`src/rtl/quad_state_monitor.sv`:
```
// Receiving-end checker for the four-phase sequencer: verifies encoded/one-hot
// agreement and 0->1->2->3->0 ordering, measures per-phase dwell, reports lock.
module quad_state_monitor #(
  parameter int unsigned DWELL_WIDTH = 16
) (
  input  logic                   clk,
  input  logic                   reset_n,
  input  logic [1:0]             state,
  input  logic                   state_0,
  input  logic                   state_1,
  input  logic                   state_2,
  input  logic                   state_3,
  input  logic                   clear_errors,
  output logic [DWELL_WIDTH-1:0] dwell_0,
  output logic [DWELL_WIDTH-1:0] dwell_1,
  output logic [DWELL_WIDTH-1:0] dwell_2,
  output logic [DWELL_WIDTH-1:0] dwell_3,
  output logic                   locked,
  output logic                   cycle_done,
  output logic [31:0]            cycle_count,
  output logic                   err_sequence,
  output logic                   err_decode,
  output logic                   err_overflow
);

  localparam logic [DWELL_WIDTH-1:0] CNT_MAX = '1;

  typedef enum logic [1:0] {SEARCH, TRACK, LOCKED} fsm_t;

  fsm_t                   fsm_q, fsm_d;
  logic [1:0]             s_q, p_q;
  logic [3:0]             s_hot_q;
  logic                   s_v, p_v;
  logic [DWELL_WIDTH-1:0] cnt_q, cnt_d;
  logic                   trans, legal, illegal, dec_bad, sat_hit, fault, wrap;
  logic                   capture, done;

  // Valid bits keep reset-value samples out of the transition and decode tests
  always_comb begin
    trans   = s_v & p_v & (s_q != p_q);
    legal   = trans & (s_q == 2'(p_q + 2'd1));
    illegal = trans & ~legal;
    wrap    = legal & (s_q == 2'd0);
    dec_bad = s_v & (s_hot_q != (4'b0001 << s_q));
    if (trans)
      cnt_d = DWELL_WIDTH'(1);
    else if (cnt_q == CNT_MAX)
      cnt_d = cnt_q;
    else
      cnt_d = cnt_q + DWELL_WIDTH'(1);
    sat_hit = ~trans & (cnt_q == CNT_MAX - DWELL_WIDTH'(1));
    fault   = illegal | dec_bad | sat_hit;
  end

  always_ff @(posedge clk) begin
    if (!reset_n) fsm_q <= SEARCH;
    else          fsm_q <= fsm_d;
  end

  always_comb begin
    fsm_d   = fsm_q;
    capture = 1'b0;
    done    = 1'b0;
    case (fsm_q)
      SEARCH: begin
        if (wrap && !fault) fsm_d = TRACK;
      end
      TRACK: begin
        capture = legal & ~fault;
        if (fault) begin
          fsm_d = SEARCH;
        end else if (wrap) begin
          fsm_d = LOCKED;
          done  = 1'b1;
        end
      end
      LOCKED: begin
        capture = legal & ~fault;
        if (fault)     fsm_d = SEARCH;
        else if (wrap) done  = 1'b1;
      end
      default: fsm_d = SEARCH;
    endcase
  end

  always_ff @(posedge clk) begin
    if (!reset_n) begin
      s_q          <= 2'd0;
      s_hot_q      <= 4'd0;
      p_q          <= 2'd0;
      s_v          <= 1'b0;
      p_v          <= 1'b0;
      cnt_q        <= '0;
      dwell_0      <= '0;
      dwell_1      <= '0;
      dwell_2      <= '0;
      dwell_3      <= '0;
      locked       <= 1'b0;
      cycle_done   <= 1'b0;
      cycle_count  <= 32'd0;
      err_sequence <= 1'b0;
      err_decode   <= 1'b0;
      err_overflow <= 1'b0;
    end else begin
      s_q     <= state;
      s_hot_q <= {state_3, state_2, state_1, state_0};
      s_v     <= 1'b1;
      p_q     <= s_q;
      p_v     <= s_v;
      cnt_q   <= cnt_d;
      if (capture) begin
        case (p_q)
          2'd0:    dwell_0 <= cnt_q;
          2'd1:    dwell_1 <= cnt_q;
          2'd2:    dwell_2 <= cnt_q;
          default: dwell_3 <= cnt_q;
        endcase
      end
      locked     <= (fsm_d == LOCKED);
      cycle_done <= done;
      if (done) cycle_count <= cycle_count + 32'd1;
      // A new error in the clearing cycle wins over the clear
      err_sequence <= (err_sequence & ~clear_errors) | illegal;
      err_decode   <= (err_decode   & ~clear_errors) | dec_bad;
      err_overflow <= (err_overflow & ~clear_errors) | sat_hit;
    end
  end

endmodule

```
`config.mk`:
```
export PLATFORM = sky130hd
export DESIGN_NAME = quad_state_monitor
export DESIGN_NICKNAME = d
export VERILOG_FILES = /design/src/rtl/quad_state_monitor.sv
export SDC_FILE = /design/constraint.sdc
export NUM_CORES = 1
export LEC_CHECK = 0
export CAP_MARGIN = 0
export CELL_PAD_IN_SITES_DETAIL_PLACEMENT = 1
export CELL_PAD_IN_SITES_GLOBAL_PLACEMENT = 1
export CORE_MARGIN = 4
export CORE_UTILIZATION = 35
export DETAILED_ROUTE_END_ITERATION = 10
export PLACE_DENSITY = 0.73
export SLEW_MARGIN = 20
export SYNTH_ARGS = -nofsm -noshare
export SYNTH_HDL_FRONTEND = slang
export SYNTH_SLANG_ARGS = --single-unit
```
`constraint.sdc`:
```
create_clock -name clk -period 2.9 [get_ports clk]
set_clock_uncertainty 0.15 [all_clocks]
set_input_delay 0.58 -clock clk [delete_from_list [all_inputs] [get_ports clk]]
set_output_delay 0.58 -clock clk [all_outputs]
set_load 0.02 [all_outputs]
```
Word-level counts from Yosys, hierarchy flattened
Index checks and enable logic that the tools add are counted.
W data, S select, Z words.
{"block": "word_totals", "reg_bits": 129, "output_inout_bits": 101, "word_cells": 79}
{"block": "op_classes", "addsub": 3, "n_eq_ne": 11, "shift": 1, "n_mux": 12, "n_bitwise": 22, "n_reduce_logical": 12}
{"operator": "$add A32 B1 Y32 const B", "n": 1}
{"operator": "$eq A16 B16 Y1 const B", "n": 2}
{"operator": "$add A16 B1 Y16 const B", "n": 1}
{"operator": "$and A1 B1 Y1", "n": 11}
{"operator": "$mux W2", "n": 4}
{"operator": "$reduce_and A2 Y1", "n": 4}
{"operator": "$mux W1", "n": 7}
{"operator": "$eq A2 B2 Y1 const B", "n": 3}
{"operator": "$logic_not A2 Y1", "n": 3}
{"operator": "$not A1 Y1", "n": 6}
{"operator": "$pmux W2 S3", "n": 1}
{"operator": "$or A1 B1 Y1", "n": 5}
{"operator": "$eq A2 B1 Y1 const B", "n": 2}
{"operator": "$ne A4 B4 Y1", "n": 1}
{"operator": "$reduce_or A2 Y1", "n": 2}
{"operator": "$shl A1 B2 Y4 const A", "n": 1}
{"operator": "$reduce_or A3 Y1", "n": 1}
{"operator": "$add A2 B1 Y2 const B", "n": 1}
{"operator": "$eq A2 B2 Y1", "n": 1}
{"operator": "$ne A2 B2 Y1", "n": 1}
{"operator": "$ne A2 B2 Y1 const B", "n": 1}
{"operator": "$logic_and A1 B1 Y1", "n": 1}
{"operator": "$logic_not A1 Y1", "n": 1}

Longest topological paths before layout
{"block": "depth", "word_depth": 12, "mapped_depth": 8, "depth_no_buf": 7}

Least setup slack after synthesis
No wires, ideal clock.
{"block": "synth_path", "kind": "register to register", "startpoint": "register p_q[0]", "endpoint": "register cycle_count[20]", "setup_ps": 70, "t_arrival_ps": 2272, "required_time_ps": 2680, "setup_slack_ps": 408, "stages_incl_launch_ff": 9, "path_buffers": 1, "period_less_slack_ps": 2492, "path_cell_list": "dfxtp_1 > inv_1 > ha_1 > and4b_1 > nand2_1 > a2111o_1 > buf_6 > or4_1 > a21oi_1"}
{"block": "synth_via", "elab_chain_cells": 9}
{"item": "start: declaration", "line_no": "31", "text": "logic [1:0] s_q, p_q;"}
{"item": "start signal: assignment", "line_no": "108", "text": "p_q <= s_q;"}
{"item": "$add A2 B1 Y2 / $ne A2 B2 Y1 (equally long branches)", "line_no": "41, 40"}
{"item": "$eq A2 B2 Y1 / $and A1 B1 Y1 (equally long branches)", "line_no": "41, 40"}
{"item": "$and A1 B1 Y1", "line_no": "41", "text": "legal = trans & (s_q == 2'(p_q + 2'd1));"}
{"item": "$not A1 Y1", "line_no": "42", "text": "illegal = trans & ~legal;"}
{"item": "$and A1 B1 Y1", "line_no": "42"}
{"item": "$or A1 B1 Y1 (2 in a row)", "line_no": "52", "text": "fault = illegal | dec_bad | sat_hit;"}
{"item": "$mux W1 (*)", "line_no": "79", "text": "if (fault) fsm_d = SEARCH;"}
{"item": "$mux W1 (*)"}
{"item": "end signal: assignment", "line_no": "121", "text": "if (done) cycle_count <= cycle_count + 32'd1;"}
{"item": "end: declaration", "line_no": "20", "text": "output logic [31:0] cycle_count,"}
Every way passes the cells marked *; elsewhere a longest branch is shown, timed or not.
A chain may end at the register's enable or synchronous reset.

Final worst setup path
{"block": "layout_path", "startpoint": "register p_q[0]", "endpoint": "register cycle_count[10]"}
Same word-level chain as after synthesis.

==> summary.txt <==
Run status
  • Outcome: finished, final reports clean

Synth
  • Post-synthesis sequential area ratio: 0.4674
  • Post-synthesis sequential element count: 129
  • Ys Warns: 0
  • Yosys top cell area share: 0.4674
  • Post-Synthesis Net Count: 603
  • Synth cell types: 45
  • Dominant cell type by area after synthesis: dfxtp_1
  • Post-Syn Area per Cell: 9.477 um2
  • Synth Flop Type: dfxtp_1
  • EDFF count, synth: 0
  • Ys async rst share: 0
  • Post-synthesis cell count: about 580
  • Post-Syn Area: approximately 0.0055 mm2
  • Top area cells in the synthesized netlist: dfxtp_1 47%, mux2i_1 12%, nor2_1 6.2%

Route
  • Drc violations: 0
  • Wire per inst: between 15 and 20 um
  • Final wirelength: ~16000 um
  • Vias/cell: 5.146
  • DRT iter0 DRCs: between 200 and 300
  • Post-DRT Antenna Nets: 0
  • Via count: 4729
  • DRT Pass-1 Iters: 4

GRT
  • First-pass GRT wire length: 26440 um
  • Initial antenna violation count: 0
  • Global route overflow: 0
  • Routing usage on met2: 0.3163
  • Total GRT Usage: 0.1869
  • Routing usage on met3: 0.07213
  • Largest net degree at the start of global routing: 52
  • GRT busiest layer: met2
  • Met1 Use GR: 0.2179
  • Vias in the first global route: 5080

Final layout
  • FF/Latch Area: 0.002582 mm2
  • FILL cells: 1729
  • N_diodes: 0
  • Post-Route Utilization: 0.4882
  • Layout cells sized above 1: 0.09322
  • Final nets: 715
  • Multi-input gate area: 0.002720 mm2
  • Layout area overhead: 35.33%

Worst setup path
  • Worst reg2reg endpoint: cycle_count[10]$_SDFFE_PN0P_
  • CP Capture Type: register
  • CP startpoint kind: register
  • Worst path required time: 3.09 ns
  • Slowest library cell on the worst path: a2111o_1
  • Critical path's top delay family: simple AND/OR/NAND/NOR gates
  • WS Path Type: register to register
  • Critical path peak fanout: 14
  • Crit-path cells: inv_1 > ha_1 > and4b_1 > nand2_1 > a2111o_1 > buf_4 > or3_1 > a21oi_1
  • Data arrival, critical path: 2.89 ns
  • Buffers & Inverters on Critical Path: 2
  • Crit-path max cell delay: roughly 0.44 ns
  • Reg-to-reg startpoint: p_q[0]$_SDFF_PN0_
  • Worst R2R Setup Slack: 0.21 ns
  • R2R depth: 8

STA
  • Worst setup margin: approximately 0.21 ns
  • Worst slew pin tran: between 0.5 and 0.6 ns
  • Fin. Hold Viols: 0
  • Hold_ws: 0.3300 ns
  • Final setup viols: 0
  • Min cycle time layout: around 2.7 ns
  • Fin crit share: 0.9288
  • Fin. max-slew vios: 0
  • FMAX: 371.3 MHz
  • Max-slew headroom: 0.6115
  • Setup repair after global routing missed its margin: false
  • TNS Setup: 0 ns

CTS
  • Num CTS Buffers: 17
  • CTS tree: done
  • Clk pin slew, worst setup/hold paths: 0.06 ns
  • Post-CTS resize count: 0
  • # hold bufs at CTS: 0
  • Clock sinks: 129
  • Setup bufs post-CTS: 0
  • Max clock buf depth: 2
  • H-tree depth: 4
  • Worst skew pair latency: 0.42 ns
  • Root Driver: clkbuf_16

Die
  • Die area: 0.01786 mm2
  • Core area: 0.01531 mm2
  • I/O pin total: 110
  • Die Width: 133.6 um
  • Starting Density: 0.3608
  • Cell Rows: 45
  • Die Y: between 100 and 150 um

Worst hold path
  • Min-Delay Path Class: register to register
  • WHS Path Cells: 2
  • Hold_sp: err_overflow$_SDFF_PN0_
  • Hold EP: err_overflow$_SDFF_PN0_

Placed design
  • Placed wire-length estimate: 11320 um
  • Gp weighted congestion: 0.7546
  • Port Buffers: 109
  • Setup slack at placement: 0.08803 ns

Power
  • Pleak: 3.037 nW
  • Worst VDD drop: 0.4624 mV
  • Pwr dens: around 540 mW/mm2
  • Total power: 4.068 mW

Run
  • Max Cap Viol: 0
[worst max-delay path by stage]
stage / startpoint / endpoint / slack, ns / cells past startpoint
floorplan: p_q[0]$_SDFF_PN0_ / cycle_count[20]$_SDFFE_PN0P_ / 0.41 / 8
global placement: p_q[0]$_SDFF_PN0_ / cycle_count[17]$_SDFFE_PN0P_ / 0.27 / 7
detailed placement: p_q[0]$_SDFF_PN0_ / cycle_count[9]$_SDFFE_PN0P_ / 0.09 / 8
CTS: p_q[0]$_SDFF_PN0_ / cycle_count[9]$_SDFFE_PN0P_ / 0.07 / 8
global route: p_q[0]$_SDFF_PN0_ / cycle_count[4]$_SDFFE_PN0P_ / 0.04 / 8
finish: p_q[0]$_SDFF_PN0_ / cycle_count[10]$_SDFFE_PN0P_ / 0.21 / 8
[cell usage after synthesis, types with 3 or more instances]
library cell  instances
o211ai_1              3
o21ai_0              21
o2111ai_1             6
and4_1                3
inv_1                14
and2_1               15
clkbuf_1             23
nand2b_1              4
nor2_1               91
or4_1                10
o21a_1                4
nand3_1              17
xor2_1               13
a21oi_1              34
buf_6                 6
nand2_1              23
ha_1                 11
o2111ai_2             4
or3_1                18
xnor2_1               6
o31ai_1              10
and3_1                6
dfxtp_1             129
buf_2                 6
nand4_1              13
mux2i_1              67
[metrics by stage]
stage	area [um2]	std cells
floorplan	5525	583
global placement	6864	887
detailed placement	6864	887
CTS	7460	919
global route	7477	919
finish	7477	919
[placed cells by master, fill, tap and decap left out, types with 17 or more instances in the layout]
cell type | Yosys | routed
dfxtp_1 | 129 | 129
mux2i_1 | 67 | 67
nand3_1 | 17 | 17
nor2_1 | 91 | 91
clkdlybuf4s50_1 | 0 | 109
buf_4 | 0 | 17
a21oi_1 | 34 | 34
o21ai_0 | 21 | 21
nand2_1 | 23 | 23
clkbuf_16 | 0 | 17
or3_1 | 18 | 18
[final cells by class]
| class | instances | area share |
|---|---|---|
| clock buffer | 19 | 0.05924 |
| clock inverter | 13 | 0.02041 |
| inverter | 15 | 0.007530 |
| multi-input combinational | 404 | 0.3638 |
| sequential | 129 | 0.3454 |
| tap | 211 | 0.03531 |
| timing repair buffer | 128 | 0.1683 |
[power by group]
part / leakage, nW / switching (mW) / internal (mW)
clock network: 0.286 / 0.846 / 1.30
registers: 1.04 / 0.0194 / 1.78
logic: 1.71 / 0.0689 / 0.0450
[cell families after synthesis]
family	after synthesis	synth area share
xor+xnor	19	0.03012
compound gates	92	0.1089
flops	129	0.4674
simple gates	215	0.2038
buf+inv	50	0.04348
mux	67	0.1214
fa+ha+maj	11	0.02491
[registers in the layout, summed over array words and instances (netlist names)]
signal	cells
s_q	2
cycle_done	1
err_overflow	1
err_sequence	1
p_q	2
cycle_count	32
locked	1
s_hot_q	4
cnt_q	16
err_decode	1
p_v	1
dwell_0	16
s_v	1
dwell_2	16
dwell_3	16
dwell_1	16
fsm_q	2
[routing by layer]
metal	share of wire	up-vias
met2	0.49	116
met5	0	-
met1	0.43	2312
li1	-	2280
met4	0.014	0
met3	0.069	21
[worst reg2reg max path, stage by stage (launching register included)]
cell	delay (ns)
dfxtp_1	0.43
inv_1	0.09
ha_1	0.34
and4b_1	0.33
nand2_1	0.12
a2111o_1	0.44
buf_4	0.22
or3_1	0.35
a21oi_1	0.16
Note: power is estimated with default switching activity, not from simulation.
